--- config.mk ---
export PLATFORM = sky130hd
export DESIGN_NAME = alu_serial_ctrl
export DESIGN_NICKNAME = d
export VERILOG_FILES = /design/src/rtl/alu_pkg.sv /design/src/rtl/alu_serial_ctrl_alu_1bit.sv /design/src/rtl/alu_serial_ctrl.sv
export SDC_FILE = /design/constraint.sdc
export NUM_CORES = 1
export LEC_CHECK = 0
export CORE_UTILIZATION = 57
export CTS_CLUSTER_DIAMETER = 200
export DETAILED_ROUTE_END_ITERATION = 8
export PLACE_DENSITY = 0.85
export SLEW_MARGIN = 25
export SYNTH_ARGS = -nofsm -noshare
export SYNTH_HDL_FRONTEND = slang
export SYNTH_HIERARCHICAL = 1
export SYNTH_SLANG_ARGS = --single-unit
--- constraint.sdc ---
create_clock -name Clock -period 5.34 [get_ports Clock]
set_input_delay 1.068 -clock Clock [delete_from_list [all_inputs] [get_ports Clock]]
set_output_delay 1.068 -clock Clock [all_outputs]
set_load 0.01 [all_outputs]
--- src/rtl/alu_pkg.sv ---
// Shared ALU opcode and sequencer state definitions for the serial ALU datapath.
package alu_pkg;

    // ALUOp: bit2 = BInvert, bits[1:0] = slice Operation
    localparam logic [2:0] OP_AND = 3'b000;
    localparam logic [2:0] OP_OR  = 3'b001;
    localparam logic [2:0] OP_ADD = 3'b010;
    localparam logic [2:0] OP_XOR = 3'b011;
    localparam logic [2:0] OP_SUB = 3'b110;

    typedef enum logic [1:0] {
        S_IDLE = 2'd0,
        S_RUN  = 2'd1,
        S_DONE = 2'd2
    } state_t;

endpackage

--- src/rtl/alu_serial_ctrl_alu_1bit.sv ---
// One-bit ALU slice: AND / OR / ADD / XOR with optional B inversion.
module ALU_1bit (
    input  logic       A,
    input  logic       B,
    input  logic       CIN,
    input  logic       BInvert,
    input  logic [1:0] Operation,
    output logic       Result,
    output logic       COUT
);

    logic b_eff;

    assign b_eff = B ^ BInvert;
    assign COUT  = (A & b_eff) | (A & CIN) | (b_eff & CIN);

    // Select the slice function from Operation
    always_comb begin
        Result = 1'b0;
        unique case (Operation)
            2'b00:   Result = A & b_eff;
            2'b01:   Result = A | b_eff;
            2'b10:   Result = A ^ b_eff ^ CIN;
            default: Result = A ^ b_eff;
        endcase
    end

endmodule

--- src/rtl/alu_serial_ctrl.sv ---
// Bit-serial ALU sequencer: drives one ALU_1bit slice for WIDTH cycles, LSB first,
// and presents a registered result with Zero/CarryOut/Overflow flags.
module alu_serial_ctrl
    import alu_pkg::*;
#(
    parameter int unsigned WIDTH = 16
) (
    input  logic             Clock,
    input  logic             ResetN,
    input  logic             Start,
    input  logic [2:0]       ALUOp,
    input  logic [WIDTH-1:0] A,
    input  logic [WIDTH-1:0] B,
    output logic             Busy,
    output logic             Done,
    output logic [WIDTH-1:0] Result,
    output logic             Zero,
    output logic             CarryOut,
    output logic             Overflow
);

    localparam int unsigned      CW       = $clog2(WIDTH);
    localparam logic [CW-1:0]    CNT_LAST = CW'(WIDTH - 1);
    localparam logic [CW-1:0]    CNT_PEN  = CW'(WIDTH - 2);

    state_t           state_q, state_d;
    logic [CW-1:0]    cnt_q, cnt_d;
    logic [WIDTH-1:0] a_q, a_d, b_q, b_d;
    logic [2:0]       op_q, op_d;
    logic             carry_q, carry_d;
    logic             cin_msb_q, cin_msb_d;
    logic [WIDTH-1:0] sh_q, sh_d;
    logic [WIDTH-1:0] res_q, res_d;
    logic             zero_q, zero_d;
    logic             cout_q, cout_d;
    logic             ovf_q, ovf_d;

    logic             slice_res;
    logic             slice_cout;

    ALU_1bit u_slice (
        .A         (a_q[cnt_q]),
        .B         (b_q[cnt_q]),
        .CIN       (carry_q),
        .BInvert   (op_q[2]),
        .Operation (op_q[1:0]),
        .Result    (slice_res),
        .COUT      (slice_cout)
    );

    // State, datapath and output registers; reset clears everything immediately
    always_ff @(posedge Clock or negedge ResetN) begin
        if (!ResetN) begin
            state_q   <= S_IDLE;
            cnt_q     <= '0;
            a_q       <= '0;
            b_q       <= '0;
            op_q      <= '0;
            carry_q   <= 1'b0;
            cin_msb_q <= 1'b0;
            sh_q      <= '0;
            res_q     <= '0;
            zero_q    <= 1'b0;
            cout_q    <= 1'b0;
            ovf_q     <= 1'b0;
        end else begin
            state_q   <= state_d;
            cnt_q     <= cnt_d;
            a_q       <= a_d;
            b_q       <= b_d;
            op_q      <= op_d;
            carry_q   <= carry_d;
            cin_msb_q <= cin_msb_d;
            sh_q      <= sh_d;
            res_q     <= res_d;
            zero_q    <= zero_d;
            cout_q    <= cout_d;
            ovf_q     <= ovf_d;
        end
    end

    // Next-state: accept in IDLE, shift one bit per RUN cycle, publish on entry to DONE
    always_comb begin
        state_d   = state_q;
        cnt_d     = cnt_q;
        a_d       = a_q;
        b_d       = b_q;
        op_d      = op_q;
        carry_d   = carry_q;
        cin_msb_d = cin_msb_q;
        sh_d      = sh_q;
        res_d     = res_q;
        zero_d    = zero_q;
        cout_d    = cout_q;
        ovf_d     = ovf_q;
        unique case (state_q)
            S_IDLE: begin
                if (Start) begin
                    a_d     = A;
                    b_d     = B;
                    op_d    = ALUOp;
                    carry_d = ALUOp[2];
                    cnt_d   = '0;
                    state_d = S_RUN;
                end
            end
            S_RUN: begin
                sh_d    = {slice_res, sh_q[WIDTH-1:1]};
                carry_d = slice_cout;
                // Carry produced by bit WIDTH-2 is the carry into the MSB
                if (cnt_q == CNT_PEN) begin
                    cin_msb_d = slice_cout;
                end
                if (cnt_q == CNT_LAST) begin
                    state_d = S_DONE;
                    res_d   = sh_d;
                    zero_d  = (sh_d == '0);
                    if (op_q[1:0] == OP_ADD[1:0]) begin
                        cout_d = slice_cout;
                        ovf_d  = cin_msb_q ^ slice_cout;
                    end else begin
                        cout_d = 1'b0;
                        ovf_d  = 1'b0;
                    end
                end else begin
                    cnt_d = cnt_q + CW'(1);
                end
            end
            S_DONE: begin
                state_d = S_IDLE;
            end
            default: begin
                state_d = S_IDLE;
            end
        endcase
    end

    assign Busy     = (state_q != S_IDLE);
    assign Done     = (state_q == S_DONE);
    assign Result   = res_q;
    assign Zero     = zero_q;
    assign CarryOut = cout_q;
    assign Overflow = ovf_q;

endmodule
==> results.txt, run 1 <==
CP endpoint kind: register
Mux cell area share after synthesis: 26.3%
Post-DRT Antenna Nets: 0
Total Power: 2.53 mW
Die width: 79.8 um
Clock tree root driver cell: clkbuf_8
Antenna violations before repair: 0
Cts hold-fix bufs: 0
Largest family of logic cells by synthesized area: multiplexers
Async SR Flop Fraction: 100%
Final std cells w/o fill: 386
Total CTS buffers: 9
Sequential share of the synthesized area: 55.8%
Routed vias/inst: 5.56
Routed len/inst: 16.6 um
Global-route wire length before repair: 10900 um
Setup Buffers After CTS: 0
# clock sinks: 77
FILL cells: 366
Core Util, Final: 74.5%
DP Area: 0.00405 sq mm
P_leak: 1.88 nW
Peak fanout along the critical path: 12
Skew-Pair Late Insertion Delay: 350 ps
Slew Viols, Final: 0
Post-Synthesis Cells: 254
Max VDD drop: 0.324 mV
Iteration-0 DRC Markers: 87
Worst Tran Pin Value: 683 ps
Largest net degree at the start of global routing: 78
Number of gates resized after cts: 0
Final setup viols: 0
Count leader, synth: dfrtp_1
Number of distinct library cells after synthesis: 33
Total GRT Usage: 23.3%
Worst setup SP type: register
Number of synthesized flops with an enable pin: 0
Top_reg_cell synth: dfrtp_1
Placer Congestion: 0.820
Share of the synthesized area in the top cell type: 55.8%
Max transition margin: 54.5%
Crit path cell chain: mux4_2 > a22oi_1 > nand3_1 > xor2_1 > fa_1 > mux4_2 > nor4_1 > nand4_1 > mux2i_1
Clock skew: 8.58 ps
IO Count: 59
Setup TNS: 0 ps
WL final: 6400 um
Post-synthesis adder-cell area fraction: 2.03%
Cell area after synthesis: 0.00345 sq mm
Max incr delay on CP: 700 ps
Setup Crit Path Kind: register to register
Design area: 0.00423 sq mm
Pwr Density: 597 mW/mm^2
CTS H-Tree Depth: 3
Layout cell share with drive strength beyond 1: 26.4%
Synth Register Bits: 77
Vias: 2145
Initial core utilization: 60.8%
Required time of the critical path: 5600 ps
Area leader, netlist: dfrtp_1
Synth Area in Simple Gates: 10.2%
Placed instance count: 371
Post-synthesis xor/xnor area fraction: 0.507%
Post-synthesis compound-gate area fraction: 1.81%
Synth Warn #: 6
Reg clk slew, reported paths: 80 ps
Final critical-path required period: 3400 ps
Pre-antenna DRT Iters: 4
Commonest cells in the netlist: 77 x dfrtp_1, 50 x nand2_1, 36 x mux2_2
Final Hold Viols: 0
Grt ovf: 0
Most frequent CP cell: mux4_2
Hold Path Class: register to register
FMAX: 0.294 GHz
Antenna Diode Count: 0
CTS max path bufs: 2
CTS tree: done
Syn Nets: 297
Period utilisation layout: 63.6%
Vias in the first global route: 2301
Rows: 27
Unrepaired setup endpoints after global routing: no
Core area: 0.00568 sq mm
HPWL after DPL: 4380 um
Critical Path Slowest Stage Cell: dfrtp_1
Area contributors post-synth: dfrtp_1 56%, mux2_2 12%, mux2_4 7.8%, mux4_2 5.9%, nand2_1 5.4%
Total Die Area: 0.00637 sq mm
Syn avg cell area: 13.6 sq um
Max Cap Viol: 0
Die height: 79.8 um
PortBufs: 58
Status: finished, final reports clean
Critical Path AT: 3660 ps
DRC: 0
Area growth syn-to-layout: 22.5%
Final net count: 353
-- worst paths after layout --
| path | slack [ps] | cells after the start | startpoint | end |
|---|---|---|---|---|
| worst max register to register | 1940 | 9 | cnt_q[0] | Zero |
| min in group asynchronous | 720 | 1 | ResetN | Result[11] |
| worst min register to register | 510 | 1 | b_q[6] | b_q[6] |
| worst max-delay path | 1940 | 9 | cnt_q[0] | Zero |
| worst min-delay path | 510 | 1 | b_q[6] | b_q[6] |
| max in group asynchronous | 4120 | 1 | ResetN | sh_q[5] |
-- state kept, by name (all words and copies together) (netlist names) --
signal	flops
b_q	16
op_q	3
Zero	1
sh_q	15
Result	16
cnt_q	4
Overflow	1
carry_q	1
CarryOut	1
a_q	16
state_q	2
cin_msb_q	1
-- per-layer routing --
metal	GRT usage, %	part of all wire [%]	vias up
li1	-	-	994
met1	28.0	42	1071
met2	38.6	52	60
met3	5.26	3.6	20
met4	13.6	2.9	0
met5	0	0	-
-- cells in the final DEF, fill, tap and decap left out, types with 2 or more instances in the layout --
cell type and n:
a22oi_1 2, buf_4 2, clkbuf_8 9, clkdlybuf4s50_1 57
clkinv_2 3, dfrtp_1 77, ha_1 4, inv_1 5
mux2_2 36, mux2_4 18, mux2i_1 3, mux4_2 9
nand2_1 50, nand2b_1 2, nand3_1 6, nand4_1 2
nor2b_1 4, nor4_1 4, o21ai_0 2
-- report_power, final --
group          leakage, nW  internal (mW)  total [mW]  switching (mW)
Combinational        0.824          0.607        1.01           0.408
Sequential           0.959          0.854        1.10           0.244
Clock               0.0919          0.211       0.414           0.203
Total                 1.88           1.67        2.53           0.854
-- kinds of logic after synthesis --
group / count (synthesis)
AOI/OAI and AO/OA: 9
xor gates and xnor gates: 2
adders and majority gates: 5
buffers and inverters: 20
DFF: 77
muxes: 66
and+or+nand+nor: 75
-- critical path: cells and delay by family, from the launching register on --
| family | cells | cell delay [ps] |
|---|---|---|
| XOR/XNOR | 1 | 280 |
| flip-flops | 1 | 700 |
| multiplexers | 3 | 1210 |
| AO/OA/AOI/OAI | 1 | 180 |
| AND/OR/NAND/NOR | 3 | 470 |
| adder cells (fa/ha/maj) | 1 | 470 |
-- stage by stage --
step | setup WS (ps) | hold WS, ps
final | 1940 | 512
after global routing | 1640 | 525
after CTS | 1920 | 511
after detailed placement | 1970 | 495
after global placement | 2110 | 489
after floorplan | 2310 | 469
-- layout make-up --
| class | count | area (sq um) | share of cell area, % |
|---|---|---|---|
| clock buffers | 10 | 128 | 3.02 |
| clock inverters | 5 | 52.6 | 1.24 |
| inverters | 5 | 18.8 | 0.444 |
| multi-input cells | 157 | 1420 | 33.5 |
| flip-flops and latches | 77 | 1930 | 45.6 |
| well taps | 72 | 90.1 | 2.13 |
| repair buffers | 60 | 597 | 14.1 |
(Power assumes the default switching activity.)
==> run 2, diff against run 1 <==
Settings changed: CORE_UTILIZATION 57 to 48, PLACE_DENSITY 0.85 to 0.76.
Clock period 5.34 ns to 2.8 ns, I/O delays scaled along.
==> run 2 against run 1 <==
Net effect:
- the run now ends with setup timing left
- clock power is 97% higher
- worst hold slack worse by 280 ps
- sequential power is 85% higher
- setup slack worse by 2100 ps
- sequential share of layout area is 1.9 points lower
- utilization is 10 points lower
- combinational power is 120% higher
- wire length is 1.7% lower
- critical endpoint unchanged
- highest routed layer unchanged
==> results.txt, run 2 (synthesis gave the netlist of run 1 again) <==
Max Cap Viol: 0
Crit path cell chain: mux4_2 > a22oi_2 > nand3_2 > xor2_2 > fa_1 > mux4_2 > nor4_4 > nand4_1 > mux2i_1
Unrepaired setup endpoints after global routing: yes
# clock sinks: 77
Total Power: 5.12 mW
Antenna violations before repair: 0
CP endpoint kind: register
Clock tree root driver cell: clkbuf_8
CTS tree: done
Placer Congestion: 0.779
Pwr Density: 1160 mW/mm^2
P_leak: 1.94 nW
Peak fanout along the critical path: 5
Routed len/inst: 14.9 um
Most frequent CP cell: mux4_2
Multi-input gate area: 0.00146 sq mm
FILL cells: 520
Vias in the first global route: 2282
Setup ws final: -159 ps
IO Count: 59
CTS H-Tree Depth: 3
Critical Path AT: 3230 ps
Pre-CTS setup slack: -231 ps
Period utilisation layout: 106%
Status: finished, violations left
Skew-Pair Late Insertion Delay: 350 ps
Reg clk slew, reported paths: 70 ps
Final net count: 363
Die width: 86.8 um
Core area: 0.00687 sq mm
Worst setup SP type: register
Pre-antenna DRT Iters: 4
Layout cell share with drive strength beyond 1: 31.1%
Antenna Diode Count: 0
Setup TNS: -201 ps
Final setup viols: 2
Global-route wire length before repair: 11000 um
Initial core utilization: 50.3%
Post-DRT Antenna Nets: 0
DRC: 0
Most common cell after layout, fill and taps aside: dfrtp_1
Iteration-0 DRC Markers: 107
Largest net degree at the start of global routing: 78
Routed vias/inst: 5.15
Vias: 2168
Setup Crit Path Kind: register to register
Failing checks: setup timing
Cts hold-fix bufs: 0
FMAX: 0.338 GHz
Total GRT Usage: 19.5%
Slew Viols, Final: 0
WL final: 6290 um
HPWL after DPL: 4280 um
Max transition margin: 54.8%
Final critical-path required period: 2960 ps
Grt ovf: 0
Die height: 86.8 um
Max VDD drop: 0.488 mV
Register area: 0.00193 sq mm
Hold Path Class: primary input to asynchronous set/reset pin
Area growth syn-to-layout: 27.8%
PortBufs: 58
Max incr delay on CP: 540 ps
Final Hold Viols: 0
Total Die Area: 0.00754 sq mm
CTS max path bufs: 2
Critical Path Slowest Stage Cell: mux4_2
Clock skew: 5.31 ps
Worst Tran Pin Value: 678 ps
Rows: 30
Required time of the critical path: 3080 ps
Most frequent cells in the layout: 76 x dfrtp_1, 57 x clkdlybuf4s50_1, 49 x nand2_1
Total CTS buffers: 9
## run 2: changes by cell type in the layout (fill, tap and decap cells not counted), moves of 2 or more
| cell | previous run | this run |
|---|---|---|
| buf_4 | 2 | 9 |
| a22oi_1 | 2 | 0 |
| a22oi_2 | 0 | 2 |
| buf_6 | 1 | 3 |
| nand3_1 | 6 | 4 |
| nand3_2 | 0 | 2 |
## run 2: final timing paths
kind                       depth (start not counted)     start  slack (ps)   endpoint
max in group asynchronous                          1    ResetN        2070   cnt_q[0]
min in group Clock                                 1   b_q[10]         510    b_q[10]
min                                                1    ResetN         230  Result[4]
max                                                9  cnt_q[0]        -160       Zero
max reg2reg                                        9  cnt_q[0]        -160       Zero
min reg2reg                                        1   b_q[10]         510    b_q[10]
## run 2: critical path, delay by kind of cell (launching register included)
family,cells,cell delay (ps)
flip-flops,1,440
AO/OA/AOI/OAI,1,180
AND/OR/NAND/NOR,3,410
multiplexers,3,1210
adder cells (fa/ha/maj),1,440
XOR/XNOR,1,190
## run 2: layout make-up
class | count | area share (%)
Timing Repair Buffer | 70 | 15.7
Sequential cell | 77 | 43.7
Multi-Input combinational cell | 157 | 33.1
Clock buffer | 12 | 3.29
Inverter | 5 | 0.425
Clock inverter | 4 | 1.08
Tap cell | 96 | 2.72
## run 2: repair_timing
action,CTS,global route
gates resized for setup,6,4
endpoints found under the setup margin,2,3
buffers inserted,1,0
pin swaps,1,2
## run 2: per-layer routing
layer / share of wire (%) / GRT usage [%] / up-vias
met3: 4.0 / 5.90 / 8
met5: 0 / 0 / -
met1: 45 / 25.4 / 1093
met2: 49 / 31.1 / 52
met4: 1.5 / 6.82 / 0
li1: - / - / 1015
## run 2: stage by stage
stage,std cells,hold slack [ps],utilization (%),cell area (sq um)
after floorplan,254,264,-,3470
after global placement,404,489,60.6,4160
after detailed placement,404,494,60.6,4160
after CTS,421,384,63.9,4390
after global routing,421,275,64.2,4410
final,421,231,64.2,4410
## run 2: power by group
part | switching [mW] | internal [mW] | leakage [nW] | total (mW)
clock | 0.383 | 0.434 | 0.0964 | 0.817
sequential | 0.409 | 1.63 | 0.958 | 2.04
combinational | 0.944 | 1.32 | 0.888 | 2.26
total | 1.74 | 3.38 | 1.94 | 5.12
==> run 3, diff against run 2 <==
Settings changed: CAP_MARGIN from default to 10, PLACE_DENSITY 0.76 to 0.87.
==> run 3 against run 2 <==
Net effect:
- the run still ends with setup timing left
- register-to-register slack barely moved
- clock skew grew 2.9 ps
- design area is 1.3% higher
- utilization is 0.86 points higher
- first-iteration DRC count is 19% lower
- power rose by 4.3%
- largest cell class unchanged
==> results.txt, run 3 (synthesis gave the netlist of run 1 again) <==
Status: finished, violations left
Failing checks: setup timing
Final std cells w/o fill: 422
Max incr delay on CP: 540 ps
Total Die Area: 0.00754 sq mm
Multi-input gate area: 0.00146 sq mm
Most frequent cells in the layout: 76 x dfrtp_1, 57 x clkdlybuf4s50_1, 50 x nand2_1
CTS tree: done
Final Hold Viols: 0
Vias in the first global route: 2400
Psw: 1.76 mW
Core Util, Final: 65.1%
Most frequent CP cell: mux4_2
Met1 Use GR: 23.6%
Final net count: 364
P_leak: 1.98 nW
Rows: 30
Grt met3 use: 6.38%
Slew Viols, Final: 0
Worst Tran Pin Value: 535 ps
Sw Ratio: 33.0%
FILL cells: 512
Period utilisation layout: 105%
CTS max path bufs: 2
Register area: 0.00193 sq mm
Worst reg2reg startpoint: cnt_q[0]
Critical Path Slowest Stage Cell: mux4_2
Max Cap Viol: 0
Hold Path Class: primary input to asynchronous set/reset pin
Total CTS buffers: 9
Routed len/inst: 15.8 um
Clock tree root driver cell: clkbuf_8
CP endpoint kind: register
Max VDD drop: 0.628 mV
Crit path cell chain: mux4_2 > a22oi_2 > nand3_2 > xor2_2 > fa_1 > mux4_2 > nor4_2 > nand4_1 > mux2i_1
Vias: 2187
Pre-antenna DRT Iters: 4
Final critical-path required period: 2950 ps
Iteration-0 DRC Markers: 87
Final setup viols: 2
# clock sinks: 77
WL final: 6670 um
Reg clk slew, reported paths: 80 ps
Global-route wire length before repair: 11500 um
Seq pwr share: 38.5%
Initial core utilization: 50.3%
Placed instance count: 403
Placer Congestion: 0.809
CTS H-Tree Depth: 3
Register-to-register setup slack: -150 ps
Die width: 86.8 um
Skew-Pair Late Insertion Delay: 350 ps
IO Count: 59
Combinational share of power: 42.4%
Most common cell after layout, fill and taps aside: dfrtp_1
Cell Int Power: 3.58 mW
R2r worst-path depth: 9
Setup ws final: -145 ps
Core area: 0.00687 sq mm
Die height: 86.8 um
FMAX: 0.340 GHz
Post-DRT Antenna Nets: 0
Routed vias/inst: 5.18
Clock skew: 8.16 ps
Antenna Diode Count: 0
Grt ovf: 0
Cts hold-fix bufs: 0
Peak fanout along the critical path: 6
Largest net degree at the start of global routing: 78
GR Layer Usage met2: 36.1%
Busiest grt layer: met2
DRC: 0
Unrepaired setup endpoints after global routing: yes
Antenna violations before repair: 0
Max transition margin: 64.4%
Worst setup SP type: register
Worst R2R End: Zero
Layout cell share with drive strength beyond 1: 31.9%
Required time of the critical path: 3080 ps
Clock power frac: 19.1%
Area growth syn-to-layout: 29.5%
PortBufs: 58
Critical Path AT: 3220 ps
Setup Crit Path Kind: register to register
Pwr Density: 1190 mW/mm^2
HPWL after DPL: 4630 um
Total GRT Usage: 20.5%
run 3: area by class of cell:
class                      count  area share [%]
tap                           96            2.69
clock buffer                   9            2.77
sequential                    77            43.1
inverter                       5           0.420
timing repair buffer          71            15.8
clock inverter                 7            2.71
multi-input combinational    157            32.5
run 3: metrics by stage:
stage	setup slack, ps	cell area [sq um]	total power [mW]	TNS (ps)	hold WS [ps]
final	-145	4470	5.34	-155	140
after global placement	-88.5	4160	4.05	-88.5	491
after floorplan	-91.4	3470	3.44	-92.8	264
after CTS	-109	4430	5.31	-111	369
after global routing	-307	4470	5.73	-419	151
after detailed placement	-213	4160	4.19	-280	490
run 3: how the worst max path moves through the flow:
stage / from / to / slack (ps)
finish: cnt_q[0] / Zero / -150
global route: cnt_q[0] / Zero / -310
CTS: cnt_q[0] / Zero / -110
detailed placement: cnt_q[0] / Zero / -210
global placement: cnt_q[0] / Zero / -90
floorplan: cnt_q[0] / Zero / -90
run 3: what timing repair did:
item | 4_1_cts | 5_1_grt
resized for setup | 5 | 3
setup buffers | 1 | 1
pin swaps | 1 | 2
endpoints found under the setup margin | 2 | 2
run 3: power groups by stage:
stage	Clock (mW)	Sequential, mW	Combinational (mW)
3_3_place_gp	0	2.05	2.01
3_5_place_dp	0	2.07	2.12
2_1_floorplan	0	1.95	1.50
4_1_cts	1.04	2.06	2.20
5_1_grt	1.09	2.13	2.51
6_report	1.02	2.05	2.26
run 3: worst max-delay path: cells and delay by family, from the launching register on:
family          cells  cell delay (ps)
compound gates      1              200
mux                 3             1200
xor+xnor            1              190
simple gates        3              390
fa+ha+maj           1              440
flops               1              450
run 3: routing by layer:
layer  wire length (um)  vias to the layer above
met3                326                       12
li1                   -                     1020
met4                113                        0
met1               2700                     1081
met2               3530                       74
met5                  0                        -
